==> src/rtl/stream_buffer_pkg.sv <==
// stream_buffer_pkg: shared types for the sequential-line prefetcher.
// Line-address width helper, fill FSM states and the FIFO entry tag.
package stream_buffer_pkg;

  function automatic int sb_law(input int aw, input int bow);
    return aw - bow - 2;
  endfunction

  localparam int SB_AW_DEF  = 26;
  localparam int SB_BOW_DEF = 2;
  localparam int SB_LAW     = sb_law(SB_AW_DEF, SB_BOW_DEF);

  typedef enum logic [1:0] {
    IDLE,
    REQ,
    DATA,
    DRAIN
  } sb_state_t;

  typedef struct packed {
    logic [SB_LAW-1:0] line_addr;
    logic              valid;
  } sb_entry_t;

endpackage

==> src/rtl/sb_fill_ctrl.sv <==
// sb_fill_ctrl: fill FSM for stream_buffer; owns fetch_addr, beat count
// and the AXI read address channel; drives FIFO write strobes.
// Ports: clk/rst; i_alloc, i_alloc_line_addr restart the stream;
// i_full from the FIFO; i_arready/i_rvalid from memory; o_arvalid,
// o_araddr to memory; o_fetch_addr, o_reserve, o_beat_we, o_beat_idx,
// o_line_done to the FIFO storage.
module sb_fill_ctrl
  import stream_buffer_pkg::*;
#(
  parameter  int ADDR_WIDTH         = 26,
  parameter  int BLOCK_OFFSET_WIDTH = 2,
  localparam int LAW = sb_law(ADDR_WIDTH, BLOCK_OFFSET_WIDTH),
  localparam int BOW = BLOCK_OFFSET_WIDTH
) (
  input  logic                  clk,
  input  logic                  rst,
  input  logic                  i_alloc,
  input  logic [LAW-1:0]        i_alloc_line_addr,
  input  logic                  i_full,
  input  logic                  i_arready,
  input  logic                  i_rvalid,
  output logic                  o_arvalid,
  output logic [ADDR_WIDTH-1:0] o_araddr,
  output logic [LAW-1:0]        o_fetch_addr,
  output logic                  o_reserve,
  output logic                  o_beat_we,
  output logic [BOW-1:0]        o_beat_idx,
  output logic                  o_line_done
);

  sb_state_t      r_state;
  sb_state_t      w_next;
  logic [LAW-1:0] r_fetch_addr;
  logic [BOW-1:0] r_beat_cnt;
  logic           r_active;
  logic           w_ar_hs;
  logic           w_last;

  assign w_ar_hs = (r_state == REQ) && i_arready;
  assign w_last  = (r_beat_cnt == {BOW{1'b1}});

  always_ff @(posedge clk) begin
    if (rst) r_state <= IDLE;
    else     r_state <= w_next;
  end

  always_comb begin
    w_next = r_state;
    unique case (r_state)
      IDLE: begin
        if (i_alloc || (r_active && !i_full))
          w_next = REQ;
      end
      // An AR accepted in the alloc cycle belongs to the old stream.
      REQ: begin
        if (w_ar_hs)
          w_next = i_alloc ? DRAIN : DATA;
      end
      DATA: begin
        if (i_alloc)
          w_next = (i_rvalid && w_last) ? REQ : DRAIN;
        else if (i_rvalid && w_last)
          w_next = i_full ? IDLE : REQ;
      end
      DRAIN: begin
        if (i_rvalid && w_last)
          w_next = REQ;
      end
      default: w_next = IDLE;
    endcase
  end

  always_comb begin
    o_arvalid   = (r_state == REQ);
    o_reserve   = w_ar_hs && !i_alloc;
    o_beat_we   = (r_state == DATA) && i_rvalid && !i_alloc;
    o_line_done = o_beat_we && w_last;
  end

  always_ff @(posedge clk) begin
    if (rst) begin
      r_fetch_addr <= '0;
      r_beat_cnt   <= '0;
      r_active     <= 1'b0;
    end else begin
      if (i_alloc) begin
        r_fetch_addr <= i_alloc_line_addr + LAW'(1);
        r_active     <= 1'b1;
      end else if (w_ar_hs) begin
        r_fetch_addr <= r_fetch_addr + LAW'(1);
      end
      if ((r_state == DATA || r_state == DRAIN) && i_rvalid)
        r_beat_cnt <= r_beat_cnt + BOW'(1);
    end
  end

  assign o_araddr     = {r_fetch_addr, {(BOW + 2){1'b0}}};
  assign o_fetch_addr = r_fetch_addr;
  assign o_beat_idx   = r_beat_cnt;

endmodule

==> src/rtl/stream_buffer.sv <==
// stream_buffer: sequential-line instruction prefetcher beside i_cache.
// Prefetches DEPTH lines after an alloc into a FIFO; head hits in 0 cycles.
// Ports: lookup_* / line_data / consume face i_cache; alloc* restarts;
// mem_ar* / mem_r* form a private AXI read channel; occupancy counts
// complete entries. Option STREAM_BUFFER_ALL_COMPARE_EN matches any entry.
module stream_buffer
  import stream_buffer_pkg::*;
#(
  parameter  int ADDR_WIDTH         = 26,
  parameter  int DATA_WIDTH         = 32,
  parameter  int BLOCK_OFFSET_WIDTH = 2,
  parameter  int DEPTH              = 4,
  localparam int LAW       = sb_law(ADDR_WIDTH, BLOCK_OFFSET_WIDTH),
  localparam int LINE_SIZE = 1 << BLOCK_OFFSET_WIDTH,
  localparam int LW        = LINE_SIZE * DATA_WIDTH,
  localparam int IDX_W     = $clog2(DEPTH),
  localparam int PTR_W     = IDX_W + 1
) (
  input  logic                  clk,
  input  logic                  rst,
  input  logic                  lookup_valid,
  input  logic [LAW-1:0]        lookup_line_addr,
  output logic                  lookup_hit,
  output logic [LW-1:0]         line_data,
  input  logic                  consume,
  input  logic                  alloc,
  input  logic [LAW-1:0]        alloc_line_addr,
  output logic [ADDR_WIDTH-1:0] mem_araddr,
  output logic [3:0]            mem_arlen,
  output logic [3:0]            mem_arid,
  output logic                  mem_arvalid,
  input  logic                  mem_arready,
  input  logic [DATA_WIDTH-1:0] mem_rdata,
  input  logic                  mem_rvalid,
  output logic                  mem_rready,
  output logic [PTR_W-1:0]      occupancy
);

  sb_entry_t       r_ent  [DEPTH];
  logic [LW-1:0]   r_line [DEPTH];
  logic [PTR_W-1:0] r_head;
  logic [PTR_W-1:0] r_tail;
  logic [PTR_W-1:0] r_occ;
  logic [IDX_W-1:0] r_fill_idx;

  logic [IDX_W-1:0] w_hidx;
  logic [IDX_W-1:0] w_tidx;
  logic [IDX_W-1:0] w_sel;
  logic [PTR_W-1:0] w_pop_n;
  logic             w_hit;
  logic             w_pop;
  logic             w_full;
  logic [LAW-1:0]   w_fetch_addr;
  logic             w_reserve;
  logic             w_beat_we;
  logic [BLOCK_OFFSET_WIDTH-1:0] w_beat_idx;
  logic             w_line_done;

  assign w_hidx = r_head[IDX_W-1:0];
  assign w_tidx = r_tail[IDX_W-1:0];
  // Filling entries count toward full so a reserved slot is never reused.
  assign w_full = (PTR_W'(r_tail - r_head) == PTR_W'(DEPTH));

`ifdef STREAM_BUFFER_ALL_COMPARE_EN
  // Scan oldest-last so the lowest-age match wins.
  always_comb begin
    logic [IDX_W-1:0] v_idx;
    w_hit   = 1'b0;
    w_sel   = w_hidx;
    w_pop_n = '0;
    v_idx   = '0;
    for (int i = DEPTH - 1; i >= 0; i--) begin
      v_idx = IDX_W'(w_hidx + IDX_W'(i));
      if (lookup_valid && r_ent[v_idx].valid &&
          r_ent[v_idx].line_addr == lookup_line_addr) begin
        w_hit   = 1'b1;
        w_sel   = v_idx;
        w_pop_n = PTR_W'(i + 1);
      end
    end
  end
`else
  always_comb begin
    w_sel   = w_hidx;
    w_pop_n = PTR_W'(1);
    w_hit   = lookup_valid && r_ent[w_hidx].valid &&
              (r_ent[w_hidx].line_addr == lookup_line_addr);
  end
`endif

  assign lookup_hit = w_hit;
  assign line_data  = r_line[w_sel];
  assign w_pop      = consume && w_hit && !alloc;

  sb_fill_ctrl #(
    .ADDR_WIDTH         (ADDR_WIDTH),
    .BLOCK_OFFSET_WIDTH (BLOCK_OFFSET_WIDTH)
  ) u_fill (
    .clk               (clk),
    .rst               (rst),
    .i_alloc           (alloc),
    .i_alloc_line_addr (alloc_line_addr),
    .i_full            (w_full),
    .i_arready         (mem_arready),
    .i_rvalid          (mem_rvalid),
    .o_arvalid         (mem_arvalid),
    .o_araddr          (mem_araddr),
    .o_fetch_addr      (w_fetch_addr),
    .o_reserve         (w_reserve),
    .o_beat_we         (w_beat_we),
    .o_beat_idx        (w_beat_idx),
    .o_line_done       (w_line_done)
  );

  always_ff @(posedge clk) begin
    if (rst) begin
      for (int i = 0; i < DEPTH; i++) r_ent[i] <= '0;
      r_head     <= '0;
      r_tail     <= '0;
      r_occ      <= '0;
      r_fill_idx <= '0;
    end else if (alloc) begin
      for (int i = 0; i < DEPTH; i++) r_ent[i].valid <= 1'b0;
      r_head <= '0;
      r_tail <= '0;
      r_occ  <= '0;
    end else begin
      if (w_pop) begin
        for (int i = 0; i < DEPTH; i++)
          if (PTR_W'(i) < w_pop_n)
            r_ent[IDX_W'(w_hidx + IDX_W'(i))].valid <= 1'b0;
        r_head <= r_head + w_pop_n;
      end
      if (w_reserve) begin
        r_ent[w_tidx].line_addr <= w_fetch_addr;
        r_ent[w_tidx].valid     <= 1'b0;
        r_fill_idx              <= w_tidx;
        r_tail                  <= r_tail + PTR_W'(1);
      end
      if (w_line_done)
        r_ent[r_fill_idx].valid <= 1'b1;
      r_occ <= r_occ + PTR_W'(w_line_done) - (w_pop ? w_pop_n : '0);
    end
  end

  always_ff @(posedge clk) begin
    if (!rst && w_beat_we)
      r_line[r_fill_idx][int'(w_beat_idx) * DATA_WIDTH +: DATA_WIDTH]
        <= mem_rdata;
  end

  assign mem_arlen  = 4'(LINE_SIZE);
  assign mem_arid   = 4'd1;
  assign mem_rready = 1'b1;
  assign occupancy  = r_occ;

endmodule
==> config.mk <==
export PLATFORM = sky130hd
export DESIGN_NAME = stream_buffer
export DESIGN_NICKNAME = d
export VERILOG_FILES = /design/src/rtl/stream_buffer_pkg.sv /design/src/rtl/sb_fill_ctrl.sv /design/src/rtl/stream_buffer.sv
export SDC_FILE = /design/constraint.sdc
export NUM_CORES = 1
export LEC_CHECK = 0
export CAP_MARGIN = 5
export CORE_UTILIZATION = 29
export DETAILED_ROUTE_END_ITERATION = 7
export PLACE_DENSITY = 0.49
export SYNTH_ARGS = -nofsm -noshare
export SYNTH_HDL_FRONTEND = slang
export SYNTH_SLANG_ARGS = --single-unit
==> constraint.sdc <==
create_clock -name clk -period 7.6 [get_ports clk]
set_clock_uncertainty 0.05 [all_clocks]
set_input_delay 1.14 -clock clk [delete_from_list [all_inputs] [get_ports clk]]
set_output_delay 1.14 -clock clk [all_outputs]
set_load 0.02 [all_outputs]
=== Word-level counts from Yosys, hierarchy flattened ===
Memory sizes are Yosys's and may differ from the RTL's. A register that Yosys moved wholly into a read port is not among the register bits.
Index checks and enable logic that the tools add are counted.

* Register bits after elaboration: 38
* Bits in latches: 0
* RAM bits: 604
* ROM bits: 0
* Bits of input ports: 83
* Output and inout port bits: 168
* Word-level logic and storage cells: 110
* Memories: 2

{| class="wikitable"
|+ Memory list
! memory !! words !! width !! rd ports !! clocked after Yosys merged registers in !! write ports !! RTL line !! text
|-
| r_line || 4 || 128 || 1 || 1 || 1 || stream_buffer.sv:40 || <nowiki>logic [LW-1:0] r_line [DEPTH];</nowiki>
|-
| r_ent || 4 || 23 || 1 || 1 || 4 || stream_buffer.sv:39 || <nowiki>sb_entry_t r_ent [DEPTH];</nowiki>
|}

* Add/sub/neg operators: 9
* $mul: 0
* Divide/modulo/power cells: 0
* Order comparisons: 0
* Equal/unequal tests: 10
* Shift operators: 2
* Muxes and demuxes: 48
* Bitwise logic cells: 5
* Reduce and logical (&&, ||, !) cells: 26

{| class="wikitable"
|+ Operators with widths
! cell !! number
|-
| $mux 128 || 1
|-
| $shift 32x33->128 const A || 1
|-
| $shiftx 32x33->128 || 1
|-
| $mux 23 || 3
|-
| $reduce_or 23->1 || 3
|-
| $add 22x1->22 const B || 2
|-
| $mux 22 || 2
|-
| $neg 7->33 || 1
|-
| $mux 2 || 16
|-
| $mux 1 || 25
|-
| $eq 22x22->1 || 1
|-
| $logic_and 1x1->1 || 13
|-
| $pmux 2 s4 || 1
|-
| $add 3x1->3 const B || 2
|-
| $eq 2x2->1 const B || 3
|-
| $ne 2x1->1 const B || 3
|-
| $or 1x1->1 || 4
|-
| $reduce_and 4->1 || 1
|-
| $add 3x1->3 || 1
|-
| $eq 3x3->1 const B || 1
|-
| $logic_not 1->1 || 3
|-
| $ne 3x2->1 const B || 1
|-
| $sub 3x1->3 || 1
|-
| $sub 3x3->3 || 1
|-
| 8 further kinds || 9
|}

=== Logic depth before layout (Yosys ltp) ===
Gate-level depths: netlist of the first run.

* Word-level depth: 10
* Mapped depth: 17
* Depth with buffers taken out: 14

=== Cells and area by module ===
From an unflattened synthesis of the first run, not the netlist that was laid out.

* Cell total of the unflattened synthesis: 1548
* Area total of the unflattened synthesis: 27128.5 um^2

{| class="wikitable"
|+ By module, submodules not included
! module !! instances !! cells an instance !! area each (um^2) !! sequential area each (um^2)
|-
| stream_buffer || 1 || 1250 || 24652.4 || 18357.6
|-
| sb_fill_ctrl || 1 || 298 || 2476.1 || 540.5
|}

=== Worst setup path before layout of the first run ===
No wires, ideal clock.

* Path type: input to register
* Start point: input port alloc
* End point: memory r_line[0][100] (netlist name) (enable)
* Data arrival time: 3.987 ns
* Required time: 7.089 ns
* Setup slack: 3.102 ns
* Stages on the path: 5
* Path through: buf_2 > nor2b_1 > and3b_1 > nand2_1 > nor3_1

* Word-level cells in the longest chain between the ends: 5

{| class="wikitable"
|+ RTL lines
! what !! RTL line !! text
|-
| start, declared || stream_buffer.sv:26 || <nowiki>input logic alloc,</nowiki>
|-
| $logic_not 1->1 || sb_fill_ctrl.sv:76 || <nowiki>o_beat_we = (r_state == DATA) && i_rvalid && !i_alloc;</nowiki>
|-
| $logic_and 1x1->1 || sb_fill_ctrl.sv:76 ||
|-
| $logic_and 1x1->1 || stream_buffer.sv:147 || <nowiki>if (!rst && w_beat_we)</nowiki>
|-
| $mux 1 || stream_buffer.sv:147 ||
|-
| $mux 128 (implied by the code) || stream_buffer.sv:148 || <nowiki>r_line[r_fill_idx][int'(w_beat_idx) * DATA_WIDTH +: DATA_WIDTH]</nowiki>
|-
| end, declared || stream_buffer.sv:40 ||
|}

Every way passes these cells.

==> results.txt, run 1 <==
----------------------------------------------------
[Yosys]
  Syn avg cell area ... around 18 um2
  Dominant synthesized flop cell ... sky130_fd_sc_hd__edfxtp_1
  Proportion of synthesized chip area in sequential cells ... between 70 and 80%
  Number of enable flip-flop cells after synthesis ... a little over 600
  Cell variety after synth ... 62
  Mapped Area ... approximately 27,000 um2
  Flip-flop and latch count after synthesis ... approximately 640
  Post-Synthesis Cells ... between 1,500 and 2,000
  Number of warnings printed during yosys synthesis ... 0
  Post-synth ARST share ... 0%

[Floorplanning]
  Die outline height ... between 300 and 400 um
  Row count ... 110
  Chip Width ... between 300 and 400 um
  Placeable core region ... ~90,000 um2
  Die Outline Area ... 93,200 um2
  Ports ... roughly 250
  Effective utilization at floorplan ... a little under 30%

[Timing]
  Final setup slack of the worst path ... a little over 2 ns
  Final hold viol count ... 0
  Count of pins over their slew limit ... 0
  Setup TNS ... 0 ns
  Worst-margin pin slew ... approximately 1.1 ns
  Worst slew margin relative to its limit ... between 20 and 30%
  Period utilization ... roughly 73%
  Setup Viol. Count Final ... 0
  RSZ-0062 raised after global routing ... no
  Achievable clock frequency ... approximately 0.18 GHz
  Final period demand of the worst path ... 5.575 ns

[Routing]
  Post-detailed-routing wire length ... 73,180 um
  WL/cell ... between 20 and 25 um
  Post-route antenna net violation count ... 0
  DR iter-0 viols ... 965
  Number of detailed-routing iterations run before antenna repair ... 5
  Vias ... approximately 14,000
  Average via count per standard cell ... ~4.8
  Detailed-route DRC error count ... 0

[Place]
  Post-DP HPWL ... 45,340 um
  Setup Slack @ Placement ... about 2.4 ns
  IO buf count ... 237
  Placed cells ... 2,879
  RD Place Congestion ... 0.7867

[Setup path]
  Endpoint arrival time on the critical path ... 4.38 ns
  Startpoint kind of the worst setup timing path ... flop
  CP max stage delay ... around 0.84 ns
  Path type of the worst setup path ... reg2out
  Maximum fanout count along the critical path ... between 40 and 50
  Crit-path slowest cell ... sky130_fd_sc_hd__dfxtp_4
  R2R Setup Slk ... around 3.3 ns
  CP Cell Sequence ... buf_4 -> buf_4 -> mux4_2 -> clkdlybuf4s50_1
  Critical path endpoint category ... primary output
  Required time of the worst setup path ... ~6.4 ns
  Most used cell, CP ... sky130_fd_sc_hd__buf_4

[Run status]
  Status ... complete, no violations

[Global routing]
  Wire length of the first global-routing pass ... 105,100 um
  Met3 usage ... between 2 and 3%
  Overflow after GRT ... 0
  Busiest layer in global routing ... met2
  Vias in the first global route ... 14,990
  Pin count of the biggest net entering global routing ... between 70 and 80
  Total global routing track utilization ... about 16%
  Initial antenna violation count ... 7
  Met2 routing resource usage after global routing ... roughly a quarter
  GR Util met1 ... a little over a fifth

[Pwr]
  Sw Share ... between 20 and 25%
  Power share of the clock group ... about 44%
  Part of the total power dissipated in sequential elements ... between 50 and 60%
  Leak ... 11.20 nW
  Combinational power share ... around 4.6%
  Cell Int Power ... between 5 and 6 mW
  PwrDens ... 232.8 nW/um2
  Highest ir drop seen on vdd ... roughly 0.14 mV
  Sw Pwr ... 1.711 mW

[Finish]
  Layout Nets ... approximately 1,900
  Count of non-filler cells in the finished layout ... ~3,000
  Count of fill cells added during filler insertion ... between 8,000 and 9,000
  Proportion of layout cells with a drive suffix above 1 ... roughly 17%
  Area added between synthesis and finish ... 22.88%

[Clocking]
  Clock Tree Buf Depth ... 3
  CTS H-tree depth ... 3
  Clock Tree Root ... sky130_fd_sc_hd__clkbuf_16
  Later-pin clock latency in the skew report ... approximately 0.61 ns
  # hold bufs at CTS ... 0
  CTS tree ... built
  CTS Sinks ... around 640
  # resized after CTS ... 0
  TritonCTS Buffers ... a little over 70
  Number of setup buffers added after CTS ... 0
  Clk pin slew, worst setup/hold paths ... 0.06 ns

[Worst hold path]
  Type of the worst min-delay path ... reg2reg

[Run]
  Number of max-capacitance violations reported ... 0

----------------------------------------------------
-- per-stage QoR --
stage | hold WS [ns] | util (%) | cell area, um2 | total power, mW
finish | 0.4225 | 36.20 | 32780 | 7.631
global route | 0.4486 | 36.19 | 32770 | 7.876
CTS | 0.4215 | 36.19 | 32770 | 7.722
detailed placement | 0.4078 | 33.67 | 30490 | 4.368
global placement | 0.4026 | 33.67 | 30490 | 4.359
floorplan | 0.3902 | - | 26720 | 4.188
-- cells by family (layout without fill, tap and decap cells) --
| group | after synthesis | count (layout) | share of synthesized area [%] |
|---|---|---|---|
| buf+inv | 108 | 415 | 1.871 |
| mux | 176 | 176 | 13.02 |
| fa+ha+maj | 21 | 21 | 1.013 |
| other cells | 2 | 16 | 0.02815 |
| compound gates | 88 | 88 | 2.256 |
| flops | 644 | 644 | 70.99 |
| xor+xnor | 67 | 67 | 2.200 |
| simple gates | 409 | 409 | 8.621 |
-- area by class of cell --
class | count | area [um2] | area share [%]
tap | 1176 | 1471 | 4.489
sequential | 644 | 18950 | 57.80
multi-input combinational | 774 | 7417 | 22.63
antenna | 3 | 7.507 | 0.02290
inverter | 19 | 71.32 | 0.2176
clock buffer | 88 | 1862 | 5.680
timing repair buffer | 266 | 2585 | 7.886
clock inverter | 42 | 419.2 | 1.279
-- critical path, delay by kind of cell (launching register included) --
family	cells	cell delay, ns
buffers and inverters	3	2.15
DFF	1	0.84
muxes	1	0.60
-- cells in the mapped netlist, types with 21 or more instances --
master,instances,area [um2]
sky130_fd_sc_hd__and2_1,220,1376
sky130_fd_sc_hd__buf_1,25,93.84
sky130_fd_sc_hd__clkbuf_1,39,146.4
sky130_fd_sc_hd__dfxtp_1,40,800.8
sky130_fd_sc_hd__edfxtp_1,604,18140
sky130_fd_sc_hd__mux2i_1,33,330.3
sky130_fd_sc_hd__mux4_2,136,3063
sky130_fd_sc_hd__nand2_1,40,150.1
sky130_fd_sc_hd__nand3_1,21,105.1
sky130_fd_sc_hd__nor2_1,61,229.0
sky130_fd_sc_hd__xnor2_1,35,306.5
sky130_fd_sc_hd__xor2_1,32,280.3
-- layout by cell type, fill, tap and decap left out, types with 5 or more instances in the layout --
cell type	count
sky130_fd_sc_hd__nand3b_1	6
sky130_fd_sc_hd__nor3_1	12
sky130_fd_sc_hd__edfxtp_1	604
sky130_fd_sc_hd__clkbuf_1	16
sky130_fd_sc_hd__nor2_1	46
sky130_fd_sc_hd__mux2i_1	33
sky130_fd_sc_hd__nand3_1	21
sky130_fd_sc_hd__inv_1	18
sky130_fd_sc_hd__clkinv_1	14
sky130_fd_sc_hd__mux4_2	136
sky130_fd_sc_hd__nand2b_1	5
sky130_fd_sc_hd__xor2_1	32
sky130_fd_sc_hd__ha_1	20
sky130_fd_sc_hd__a211oi_1	18
sky130_fd_sc_hd__nor3_2	5
sky130_fd_sc_hd__dfxtp_1	38
sky130_fd_sc_hd__and2_1	220
sky130_fd_sc_hd__nor2b_1	5
sky130_fd_sc_hd__mux2_2	7
sky130_fd_sc_hd__nor2_4	12
sky130_fd_sc_hd__buf_4	29
sky130_fd_sc_hd__clkbuf_16	72
sky130_fd_sc_hd__xnor2_1	35
sky130_fd_sc_hd__conb_1	13
sky130_fd_sc_hd__nand2_1	40
sky130_fd_sc_hd__a21oi_1	19
sky130_fd_sc_hd__or2_2	6
sky130_fd_sc_hd__clkinv_2	12
sky130_fd_sc_hd__a31oi_1	5
sky130_fd_sc_hd__o21ai_0	18
sky130_fd_sc_hd__clkdlybuf4s50_1	236
sky130_fd_sc_hd__clkinvlp_4	5
-- state kept, by name, indices dropped and copies added (netlist names), named ones only --
name / cells
r_tail: 3
r_fill_idx: 2
r_head: 3
u_fill.o_beat_idx: 2
r_ent: 92
occupancy: 3
u_fill.r_state: 2
u_fill.r_active: 1
u_fill.o_fetch_addr: 22
r_line: 512
-- worst paths after layout --
check,startpoint,endpoint,cells past startpoint
max,flop,line_data[108],4
min,u_fill.r_active$_SDFFE_PP0P_,u_fill.r_active$_SDFFE_PP0P_,2
min reg2reg,u_fill.r_active$_SDFFE_PP0P_,u_fill.r_active$_SDFFE_PP0P_,2
max reg2reg,flop,occupancy[2]$_SDFF_PP0_,14
-- per-layer routing --
layer  vias to the layer above  part of all wire (%)  routed length, um
met2                       421                    48              35360
met4                         2                   1.8               1349
li1                       6366                     -                  -
met3                        75                   5.7               4163
met1                      7460                    44              32300
met5                         -                 0.012                  9
-- power groups by stage --
stage / clock (mW) / combinational (mW) / sequential (mW)
global placement: 0 / 0.347 / 4.01
floorplan: 0 / 0.180 / 4.01
CTS: 3.43 / 0.356 / 3.94
finish: 3.34 / 0.349 / 3.94
global route: 3.55 / 0.381 / 3.94
detailed placement: 0 / 0.354 / 4.01
(Power assumes the default switching activity.)
==> run 2, diff against run 1 <==
--- a/config.mk
+++ b/config.mk
@@ -8,7 +8,7 @@
 export CAP_MARGIN = 5
 export CORE_UTILIZATION = 29
 export DETAILED_ROUTE_END_ITERATION = 7
-export PLACE_DENSITY = 0.49
+export PLACE_DENSITY = 0.51
 export SYNTH_ARGS = -nofsm -noshare
 export SYNTH_HDL_FRONTEND = slang
 export SYNTH_SLANG_ARGS = --single-unit
==> constraint.sdc (replaced) <==
create_clock -name clk -period 4.5 [get_ports clk]
set_clock_uncertainty 0.05 [all_clocks]
set_input_delay 0.675 -clock clk [delete_from_list [all_inputs] [get_ports clk]]
set_output_delay 0.675 -clock clk [all_outputs]
set_load 0.02 [all_outputs]
==> run 2 against run 1 <==
Net effect:
- non-clock buffer count rose by 9
- clock power grew 71%
- setup slack got worse by 1.8 ns
==> results.txt, run 2 (synthesis gave the netlist of run 1 again) <==
----------------------------------------------------
[Clocking]
  Clock Tree Root ... sky130_fd_sc_hd__clkbuf_16
  CTS tree ... built
  TritonCTS Buffers ... 71 (-1.4%)
  Later-pin clock latency in the skew report ... 0.63 ns (+0.02 ns)
  CTS Sinks ... 644 (unchanged)
  CTS H-tree depth ... 3 (unchanged)
  Clock Tree Buf Depth ... 3 (unchanged)
  Number of setup buffers added after CTS ... 0 (unchanged)
  Clk pin slew, worst setup/hold paths ... 0.05 ns (about the same)
  # hold bufs at CTS ... 0 (unchanged)

[Place]
  Post-DP HPWL ... 46,790 um (+3.2%)
  RD Place Congestion ... 0.7969 (+1.3%)
  IO buf count ... 237 (unchanged)

[Global routing]
  Overflow after GRT ... 0 (unchanged)
  Vias in the first global route ... 15,070 (+0.49%)
  Wire length of the first global-routing pass ... 105,500 um (+0.29%)
  Total global routing track utilization ... 15.62% (-0.058 points)
  Initial antenna violation count ... 6 (-1)
  Pin count of the biggest net entering global routing ... 129 (+77%)

[Finish]
  Proportion of layout cells with a drive suffix above 1 ... 16.95% (+0.090 points)
  Highest-count cells in the layout ignoring fill and taps ... sky130_fd_sc_hd__edfxtp_1, sky130_fd_sc_hd__clkdlybuf4s50_1, sky130_fd_sc_hd__and2_1
  Area added between synthesis and finish ... 23.85%
  Flip-flop count of the largest register, all copies and words added ... 512 (unchanged)
  Most frequent standard cell in the layout excluding fill and tap cells ... sky130_fd_sc_hd__edfxtp_1
  Layout Nets ... 1,889 (+0.43%)
  Most flops, register ... r_line

[Timing]
  Final worst hold slack ... 0.4350 ns (+0.01251 ns)
  Final period demand of the worst path ... 4.282 ns
  Setup Viol. Count Final ... 0 (unchanged)
  RSZ-0062 raised after global routing ... no
  Final hold viol count ... 0 (unchanged)
  Achievable clock frequency ... 0.2335 GHz
  Setup TNS ... 0 ns (unchanged)
  Worst-margin pin slew ... 1.090 ns (+0.01350 ns)
  Period utilization ... 95.15%
  Worst slew margin relative to its limit ... 27.32% (-0.82 points)
  Count of pins over their slew limit ... 0 (unchanged)

[Routing]
  WL/cell ... 24.07 um (-0.93%)
  Detailed-route DRC error count ... 0 (unchanged)
  Post-detailed-routing wire length ... 72,670 um (-0.70%)
  DR iter-0 viols ... 1,104 (+14%)
  Post-route antenna net violation count ... 0 (unchanged)
  Vias ... 14,360 (+0.23%)
  Number of detailed-routing iterations run before antenna repair ... 5 (unchanged)
  Average via count per standard cell ... 4.756 (about the same)

[Setup path]
  Path type of the worst setup path ... reg2out
  Maximum fanout count along the critical path ... 21 (-51%)
  Startpoint kind of the worst setup timing path ... flop
  Crit-path slowest cell ... sky130_fd_sc_hd__clkdlybuf4s50_1
  CP Cell Sequence ... mux4_2 -> xnor2_1 -> nand2_1 -> a2111oi_2 -> nand3_2 -> nor2b_2 -> clkdlybuf4s50_1
  Endpoint arrival time on the critical path ... 3.56 ns (-0.82 ns)
  Critical path endpoint category ... primary output
  Required time of the worst setup path ... 3.77 ns (-2.64 ns)
  CP max stage delay ... 0.65 ns (-0.19 ns)

[Pwr]
  PwrDens ... 391.8 nW/um2 (+68%)
  Leak ... 11.30 nW (+0.96%)
  Highest ir drop seen on vdd ... 0.2725 mV (+98%)

[Floorplanning]
  Effective utilization at floorplan ... 29.46% (unchanged)
  Chip Width ... 305.3 um (unchanged)
  Row count ... 110 (unchanged)
  Die outline height ... 305.3 um (unchanged)
  Placeable core region ... 90,560 um2 (unchanged)
  Ports ... 251 (unchanged)
  Die Outline Area ... 93,200 um2 (unchanged)

[Run]
  Number of max-capacitance violations reported ... 0 (unchanged)

[Run status]
  Status ... complete, no violations

[Worst hold path]
  Type of the worst min-delay path ... reg2reg

----------------------------------------------------
run 2: changes by cell type in the layout (fill, tap and decap cells not counted), moves of 2 or more:
| cell | change |
|---|---|
| sky130_fd_sc_hd__nor2_2 | -3 |
| sky130_fd_sc_hd__clkinvlp_4 | -5 |
| sky130_fd_sc_hd__buf_12 | +11 |
| sky130_fd_sc_hd__inv_16 | -2 |
| sky130_fd_sc_hd__buf_6 | +2 |
| sky130_fd_sc_hd__bufinv_16 | +3 |
| sky130_fd_sc_hd__nor2_1 | +3 |
| sky130_fd_sc_hd__clkbuf_1 | +3 |
| sky130_fd_sc_hd__buf_4 | -5 |
run 2: worst max-delay path, delay by kind of cell, from the launching register on:
kind | cells | cell delay [ns]
buffers and inverters | 1 | 0.65
muxes | 1 | 0.61
DFF | 1 | 0.57
and+or+nand+nor | 3 | 0.64
xor gates and xnor gates | 1 | 0.15
AOI/OAI and AO/OA | 1 | 0.32
run 2: layer usage:
layer	vias up	routed length [um]	part of all wire [%]	track usage, %
met1	7487	31830	44	20.83
met4	2	1032	1.4	3.658
met5	-	10	0.014	0
li1	6384	-	-	-
met3	83	4571	6.3	3.425
met2	401	35230	48	25.87
run 2: worst paths after layout:
path | start | endpoint | slack, ns | depth (start not counted)
min | u_fill.r_active$_SDFFE_PP0P_ | u_fill.r_active$_SDFFE_PP0P_ | 0.44 | 2
max reg2reg | flop | occupancy[2]$_SDFF_PP0_ | 0.61 | 15
min reg2reg | u_fill.r_active$_SDFFE_PP0P_ | u_fill.r_active$_SDFFE_PP0P_ | 0.44 | 2
max | flop | lookup_hit | 0.22 | 7
run 2: report_power, final:
part / leakage (nW) / internal (mW) / switching [mW]
logic: 3.44 / 0.231 / 0.361
registers: 6.75 / 6.59 / 0.0599
clock network: 1.12 / 3.30 / 2.40
total: 11.3 / 10.1 / 2.82
run 2: layout make-up:
type / instances / area (um2)
Inverter: 19 / 71.32
Sequential cell: 644 / 18950
Clock buffer: 90 / 1848
Multi-Input combinational cell: 774 / 7417
Clock inverter: 39 / 461.7
Fill cell: 8416 / 57520
Antenna cell: 2 / 5.005
Timing Repair Buffer: 275 / 2818
Tap cell: 1176 / 1471
run 2: what timing repair did:
item | CTS | global route
resized for setup | 3 | 2
endpoints found under the setup margin | 40 | 2
pin swaps | 0 | 1
run 2: through the flow:
| stage | util (%) | area, um2 | power, mW | setup slack, ns | instances |
|---|---|---|---|---|---|
| 3_3_place_gp | 33.90 | 30700 | 7.361 | 0.4317 | 2888 |
| 5_1_grt | 36.48 | 33030 | 13.37 | 0.01568 | 3017 |
| 3_5_place_dp | 33.90 | 30700 | 7.381 | 0.3630 | 2888 |
| 6_report | 36.48 | 33040 | 12.94 | 0.2181 | 3019 |
| 2_1_floorplan | - | 26720 | 7.073 | 0.4671 | 1526 |
| 4_1_cts | 36.46 | 33020 | 13.08 | 0.05574 | 3017 |
